### src/rtl/uart_tx_ctrl_if.sv
// Interface between the UART transmit controller and its surroundings:
// the frame request side (P_DATA, Data_Valid, parity options), the
// serializer handshake (data_reg, ser_en, ser_done) and line/status outputs.
interface uart_tx_ctrl_if;
  logic [7:0] P_DATA;
  logic       Data_Valid;
  logic       PAR_EN;
  logic       PAR_TYP;
  logic       ser_done;
  logic [7:0] data_reg;
  logic       ser_en;
  logic [1:0] mux_sel;
  logic       par_bit;
  logic       busy;
  logic       frame_err;

  // Requester / serializer side: drives requests and completion pulses.
  modport master (
    output P_DATA, Data_Valid, PAR_EN, PAR_TYP, ser_done,
    input  data_reg, ser_en, mux_sel, par_bit, busy, frame_err
  );

  // Controller side.
  modport slave (
    input  P_DATA, Data_Valid, PAR_EN, PAR_TYP, ser_done,
    output data_reg, ser_en, mux_sel, par_bit, busy, frame_err
  );
endinterface

### src/rtl/uart_tx_ctrl.sv
// UART transmit frame controller. Sequences START, DATA (serializer
// enabled), optional PARITY and STOP, latching the byte and its parity bit
// when a frame is accepted. A watchdog ends a DATA phase that lasts nine
// cycles without ser_done; frame_err is registered so it appears, glitch
// free, during the STOP cycle that follows the timeout.
module uart_tx_ctrl (
  input  logic           clk,
  input  logic           reset,
  uart_tx_ctrl_if.slave  bus
);

  typedef enum logic [2:0] {
    IDLE   = 3'd0,
    START  = 3'd1,
    DATA   = 3'd2,
    PARITY = 3'd3,
    STOP   = 3'd4
  } state_t;

  // Line mux encodings.
  localparam logic [1:0] MUX_START  = 2'b00;
  localparam logic [1:0] MUX_STOP   = 2'b01;
  localparam logic [1:0] MUX_DATA   = 2'b10;
  localparam logic [1:0] MUX_PARITY = 2'b11;

  // DATA cycles already completed when the ninth one is in progress.
  localparam logic [3:0] WD_LAST = 4'd8;

  state_t      state_reg, state_next;
  logic [3:0]  wd_reg, wd_next;
  logic [7:0]  byte_reg;
  logic        par_en_reg;
  logic        par_bit_reg;
  logic        frame_err_reg;
  logic        accept;
  logic        timeout;

  // State sequencing, frame acceptance and watchdog counting.
  always_comb begin
    state_next = state_reg;
    wd_next    = wd_reg;
    accept     = 1'b0;
    timeout    = 1'b0;
    case (state_reg)
      IDLE: begin
        if (bus.Data_Valid) begin
          accept     = 1'b1;
          state_next = START;
        end
      end
      START: begin
        // Watchdog restarts on every entry to DATA.
        wd_next    = '0;
        state_next = DATA;
      end
      DATA: begin
        // ser_done wins over a timeout occurring in the same cycle.
        if (bus.ser_done) begin
          state_next = par_en_reg ? PARITY : STOP;
        end else if (wd_reg == WD_LAST) begin
          timeout    = 1'b1;
          state_next = STOP;
        end else begin
          wd_next = wd_reg + 4'd1;
        end
      end
      PARITY: begin
        state_next = STOP;
      end
      STOP: begin
        // Back-to-back frames skip IDLE entirely.
        if (bus.Data_Valid) begin
          accept     = 1'b1;
          state_next = START;
        end else begin
          state_next = IDLE;
        end
      end
      default: begin
        state_next = IDLE;
      end
    endcase
  end

  // State, watchdog and error-pulse registers.
  always_ff @(posedge clk or negedge reset) begin
    if (!reset) begin
      state_reg     <= IDLE;
      wd_reg        <= '0;
      frame_err_reg <= 1'b0;
    end else begin
      state_reg     <= state_next;
      wd_reg        <= wd_next;
      frame_err_reg <= timeout;
    end
  end

  // Frame contents: captured only on acceptance, stable for the whole frame.
  always_ff @(posedge clk or negedge reset) begin
    if (!reset) begin
      byte_reg    <= 8'h00;
      par_en_reg  <= 1'b0;
      par_bit_reg <= 1'b0;
    end else if (accept) begin
      byte_reg    <= bus.P_DATA;
      par_en_reg  <= bus.PAR_EN;
      par_bit_reg <= (^bus.P_DATA) ^ bus.PAR_TYP;
    end
  end

  // Moore output decode from the registered state.
  always_comb begin
    bus.mux_sel = MUX_STOP;
    bus.ser_en  = 1'b0;
    bus.busy    = (state_reg != IDLE);
    case (state_reg)
      START:   bus.mux_sel = MUX_START;
      DATA: begin
        bus.mux_sel = MUX_DATA;
        bus.ser_en  = 1'b1;
      end
      PARITY:  bus.mux_sel = MUX_PARITY;
      default: bus.mux_sel = MUX_STOP;
    endcase
  end

  assign bus.data_reg  = byte_reg;
  assign bus.par_bit   = par_bit_reg;
  assign bus.frame_err = frame_err_reg;

endmodule
### src/flat_wrapper.sv
// flat-port wrapper written by rule: the top's interface ports become plain ports
module uart_tx_ctrl_flat 
  (clk, reset, bus_P_DATA, bus_Data_Valid, bus_PAR_EN, bus_PAR_TYP, bus_ser_done, bus_data_reg, bus_ser_en, bus_mux_sel, bus_par_bit, bus_busy, bus_frame_err);
  uart_tx_ctrl_if bus_i ();
  input  logic clk;
  input  logic reset;
  input wire logic [$bits(bus_i.P_DATA)-1:0] bus_P_DATA;
  input wire logic [$bits(bus_i.Data_Valid)-1:0] bus_Data_Valid;
  input wire logic [$bits(bus_i.PAR_EN)-1:0] bus_PAR_EN;
  input wire logic [$bits(bus_i.PAR_TYP)-1:0] bus_PAR_TYP;
  input wire logic [$bits(bus_i.ser_done)-1:0] bus_ser_done;
  output wire logic [$bits(bus_i.data_reg)-1:0] bus_data_reg;
  output wire logic [$bits(bus_i.ser_en)-1:0] bus_ser_en;
  output wire logic [$bits(bus_i.mux_sel)-1:0] bus_mux_sel;
  output wire logic [$bits(bus_i.par_bit)-1:0] bus_par_bit;
  output wire logic [$bits(bus_i.busy)-1:0] bus_busy;
  output wire logic [$bits(bus_i.frame_err)-1:0] bus_frame_err;
  assign bus_i.P_DATA = bus_P_DATA;
  assign bus_i.Data_Valid = bus_Data_Valid;
  assign bus_i.PAR_EN = bus_PAR_EN;
  assign bus_i.PAR_TYP = bus_PAR_TYP;
  assign bus_i.ser_done = bus_ser_done;
  assign bus_data_reg = bus_i.data_reg;
  assign bus_ser_en = bus_i.ser_en;
  assign bus_mux_sel = bus_i.mux_sel;
  assign bus_par_bit = bus_i.par_bit;
  assign bus_busy = bus_i.busy;
  assign bus_frame_err = bus_i.frame_err;
  uart_tx_ctrl u_core (.clk(clk), .reset(reset), .bus(bus_i));
endmodule
### config.mk
export PLATFORM = sky130hd
export DESIGN_NAME = uart_tx_ctrl_flat
export DESIGN_NICKNAME = d
export VERILOG_FILES = /design/src/rtl/uart_tx_ctrl_if.sv /design/src/rtl/uart_tx_ctrl.sv /design/src/flat_wrapper.sv
export SDC_FILE = /design/constraint.sdc
export NUM_CORES = 1
export LEC_CHECK = 0
export ABC_CLOCK_PERIOD_IN_PS = 3900
export CAP_MARGIN = 20
export CORE_MARGIN = 2
export CORE_UTILIZATION = 50
export CTS_BUF_LIST = sky130_fd_sc_hd__clkbuf_8
export DETAILED_ROUTE_END_ITERATION = 10
export PLACE_DENSITY = 0.85
export SLEW_MARGIN = 30
export SYNTH_ARGS = -nofsm -noshare
export SYNTH_HDL_FRONTEND = slang
export SYNTH_SLANG_ARGS = --single-unit
### constraint.sdc
create_clock -name clk -period 3.9 [get_ports clk]
set_input_delay 1.17 -clock clk [delete_from_list [all_inputs] [get_ports clk]]
set_output_delay 1.17 -clock clk [all_outputs]
set_load 0.03 [all_outputs]
# Word level (Yosys, flattened, before mapping)
# Cells that the tools add are included.
[classes]
n_bitwise = 1
n_reduce_logical = 7
addsub = 1
eq_ne = 9
n_mux = 16
[ops]
columns = ["cell", "count"]
rows = [
  ["$pmux 3 s5", 1],
  ["$mux 3", 4],
  ["$mux 4", 2],
  ["$pmux 4 s2", 1],
  ["$reduce_xor 8->1", 1],
  ["$mux 1", 7],
  ["$eq 3x2->1 const B", 2],
  ["$ne 2x2->1 const B", 3],
  ["$pmux 2 s3", 1],
  ["$add 4x1->4 const B", 1],
  ["$eq 4x4->1 const B", 1],
  ["$eq 3x1->1 const B", 1],
  ["$eq 3x3->1 const B", 1],
  ["$logic_not 3->1", 1],
  ["$ne 3x2->1 const B", 1],
  ["$reduce_and 3->1", 1],
  ["$reduce_bool 3->1", 1],
  ["$reduce_and 2->1", 1],
  ["$reduce_bool 2->1", 1],
  ["$reduce_or 2->1", 1],
  ["$xor 1x1->1", 1],
]
[totals]
output_inout_bits = 14
regBits = 18
input_bits = 14
wordCells = 40

# Logic depth before layout (Yosys ltp)
[logic_depth]
ltp_word = 4
ltp_mapped = 6
depth_no_buf = 6

# Worst setup path before layout
# Ideal clock, no wire load.
[synth_path]
kind = "register to output"
from = "reg u_core.state_reg[1]"
to = "out bus_mux_sel[0]"
path_stages_with_launch = 5
required_ns = 2.730
setup_slack_ns = 1.559
arrival_time_ns = 1.171
cell_sequence = "dfrtp_1 inv_1 or3_4 inv_2 nor2_1"
[synth_between]
elab_chain_cells = 2
elab_cells_between_ends = 4
classes_between = "eq/ne: 3; mux: 1"
[synth_rtl]
columns = ["item", "line", "source"]
rows = [
  ["from (decl)", "uart_tx_ctrl.sv:29", "state_t state_reg, state_next;"],
  ["from (signal assigned)", "uart_tx_ctrl.sv:92", "state_reg <= state_next;"],
  ["$eq 3x2->1 or $eq 3x1->1 (tied branches)", "uart_tx_ctrl.sv:116", "case (state_reg)"],
  ["$pmux 2 s3 *", "uart_tx_ctrl.sv:116", ""],
  ["to (decl)", "flat_wrapper.sv:14", "output wire logic [$bits(bus_i.mux_sel)-1:0] bus_mux_sel;"],
]
# Mark *: on every way between the ends. The rest lies on a longest branch, timed or not.

# Worst setup path in the final report
[layout_path]
from = "reg u_core.state_reg[1]"
to = "out bus_ser_en"
[layout_between]
elab_chain_cells = 2
[layout_rtl]
columns = ["item", "line", "source"]
rows = [
  ["$eq 3x2->1", "uart_tx_ctrl.sv:116", ""],
  ["$mux 1", "uart_tx_ctrl.sv:116", ""],
  ["to (decl)", "flat_wrapper.sv:13", "output wire logic [$bits(bus_i.ser_en)-1:0] bus_ser_en;"],
]
# Every way passes these cells.

==> results.md <==
- Worst r2r dst: u_core.wd_reg[0]
- Full die area: 2110 µm²
- Pwr Density: around 790 nW/µm²
- Post-Syn Area per Cell: around 12 µm²
- Syn. warnings: 0
- Routability Congestion: 0.770
- Share of the synthesized area in the top cell type: 51.1%
- Largest area contributor in the netlist: dfrtp_1
- Antenna Violating Nets Remaining: 0
- Worst endpoint required time: 2.73 ns
- Number of setup buffers added after CTS: 0
- Slew @ Worst Pin: around 0.77 ns
- Total core area: 1690 µm²
- Met1 usage: ~23%
- Drt total wl: 1.65 mm
- Post-layout util: 71.8%
- Final hold violation count: 0
- Yosys reg bits: 18
- First-pass GRT wire length: 2.74 mm
- Via count: roughly 640
- Synth cell types: 30
- Area grow syn2layout: 37.6%
- Tmin final: 3.09 ns
- Reg2Reg Depth: 6
- Layout cells sized above 1: 18.0%
- Initial antenna violation count: 0
- Max-Cap Viols: 0
- CTS buffer count: 3
- PostCTS Resize Cnt: 0
- Outcome: completed
- Syn nets: 87
- Commonest non-fill, non-tap cell in the layout: clkdlybuf4s50_1
- Die W: 46.0 µm
- Diodes inserted: 0
- Max Slew Vio Count: 0
- Hold Path Stages: 1
- Rel. slew slack: 48.7%
- Clock Skews: 0.00104 ns
- Max reg flops: 8
- Worst setup SP type: register
- HP Class: reg2reg
- CTS H-tree lvls: 1
- Post-synthesis cell area: approximately 880 µm²
- Largest net degree at the start of global routing: 19
- Seq/Total Area, Yosys: between 50% and 60%
- Die Ht: 46.0 µm
- Root Buffer Master: clkbuf_8
- Post-CTS Hold Buffers: 0
- Critical R2R Launch: u_core.wd_reg[0]
- Pre-CTS worst setup slack: 1.09 ns
- Initial Util: 52.1%
- CP Launch Point: u_core.state_reg[1]
- Fmax: 0.324 GHz
- # IOs: 28
- Final net count: 118
- Clk sinks: 18
- CTS tree: yes
- DRT iter0 DRCs: 7
- PnR worst setup slack: 0.815 ns
- Min-Delay Endpoint: u_core.bus.data_reg[5]
- Peak supply drop: between 0.4 and 0.5 mV
- Drt first pass iters: 5
- Clock latency on the worst-skew pair: approximately 0.25 ns
- Met3 usage: ~4.0%
- Final worst hold slack: approximately 0.5 ns
- Static Leak: 0.524 nW
- GRT met2 Usage: between 30% and 40%
- Hold Startpoint: u_core.bus.data_reg[5]
- CP Max Fanout: 5
- FF-to-FF setup slack: approximately 2.5 ns
- CTS clk-pin slew, worst paths: 0.06 ns
- Setup TNS: 0 ns
- WL/cell: 14.1 µm
- RSZ-0062 raised after global routing: no
- Avg Vias per Cell: approximately 5.4
- HPWL Detailed: 1.29 mm
- Most used routing layer: met2
- Remaining DRCs: 0
- Number of global-route vias before repair: 595
- FP Rows: 15
- Largest cells by area after synthesis: dfrtp_1, mux2_2, xnor2_1
- Final setup vio count: 0
- Syn Inst Count: between 70 and 80
- CTS max path bufs: 2
- Critical setup path kind: reg2out
- I/O Buffers: 27
- Total GRT Usage: 19.4%
- # fillers: 125
- Most frequent cells in the layout: clkdlybuf4s50_1, dfrtp_1, mux2_2, nor2_1, xnor2_1
- Worst path arrival time: 1.92 ns
- Fin crit share: 79.1%
- GR Overflow Total: 0
- CP endpoint kind: primary output
area by class of cell:
class	count	area, µm²	area share (%)
inverter	4	15.0	1.24
multi-input combinational	47	407	33.5
timing repair buffer	28	278	22.9
sequential	18	450	37.2
tap	17	21.3	1.75
clock buffer	3	41.3	3.41
metal layers:
| layer | up-vias | share of wire [%] |
|---|---|---|
| li1 | 308 | - |
| met4 | 0 | 2.8 |
| met1 | 310 | 42 |
| met2 | 14 | 51 |
| met5 | - | 0 |
| met3 | 4 | 3.9 |
power by group:
group	total (W)	switching (W)	internal [W]
clock network	0.000128	0.0000590	0.0000687
logic	0.000519	0.000271	0.000248
registers	0.000316	0.0000538	0.000263
critical path: stages, from the launching register on:
cell,delay (ns)
dfrtp_1,0.41
inv_1,0.09
or3_4,0.42
inv_2,0.08
clkdlybuf4s50_1,0.66
synth_stat cells, drive strengths merged:
master and count:
nand3b 1, or3 2, o21ba 1, o21ai 2, mux2 10, dfrtp 18, mux2i 2, xnor3 1
inv 4, nor3b 2, buf 1, nor2 5, a32oi 1, o21a 1, xnor2 5, a22oi 1
o21bai 1, xor2 3, clkbuf 1, nand2 2, ha 2, nand3 1, nor3 1, nor4b 1
nand4 1, a21oi 1
kinds of logic after synthesis:
logic type	synth area share [%]
DFF	51.1
and+or+nand+nor	10.9
muxes	15.5
xor gates and xnor gates	10.5
AOI/OAI and AO/OA	6.39
buffers and inverters	2.70
adders and majority gates	2.84
how the worst max path moves through the flow:
stage,end,cells past startpoint
after floorplan,bus_mux_sel[0],4
after global placement,bus_ser_en,4
after detailed placement,bus_ser_en,4
after CTS,bus_ser_en,4
after global routing,bus_ser_en,4
final,bus_ser_en,4
through the flow:
stage               power (W)  area, µm²  instances
floorplan            0.000641        881         71
global placement     0.000831       1170        114
detailed placement   0.000842       1170        114
CTS                  0.000975       1210        117
global route          0.00102       1210        117
finish               0.000963       1210        117
Note: power is estimated with default switching activity, not from simulation.
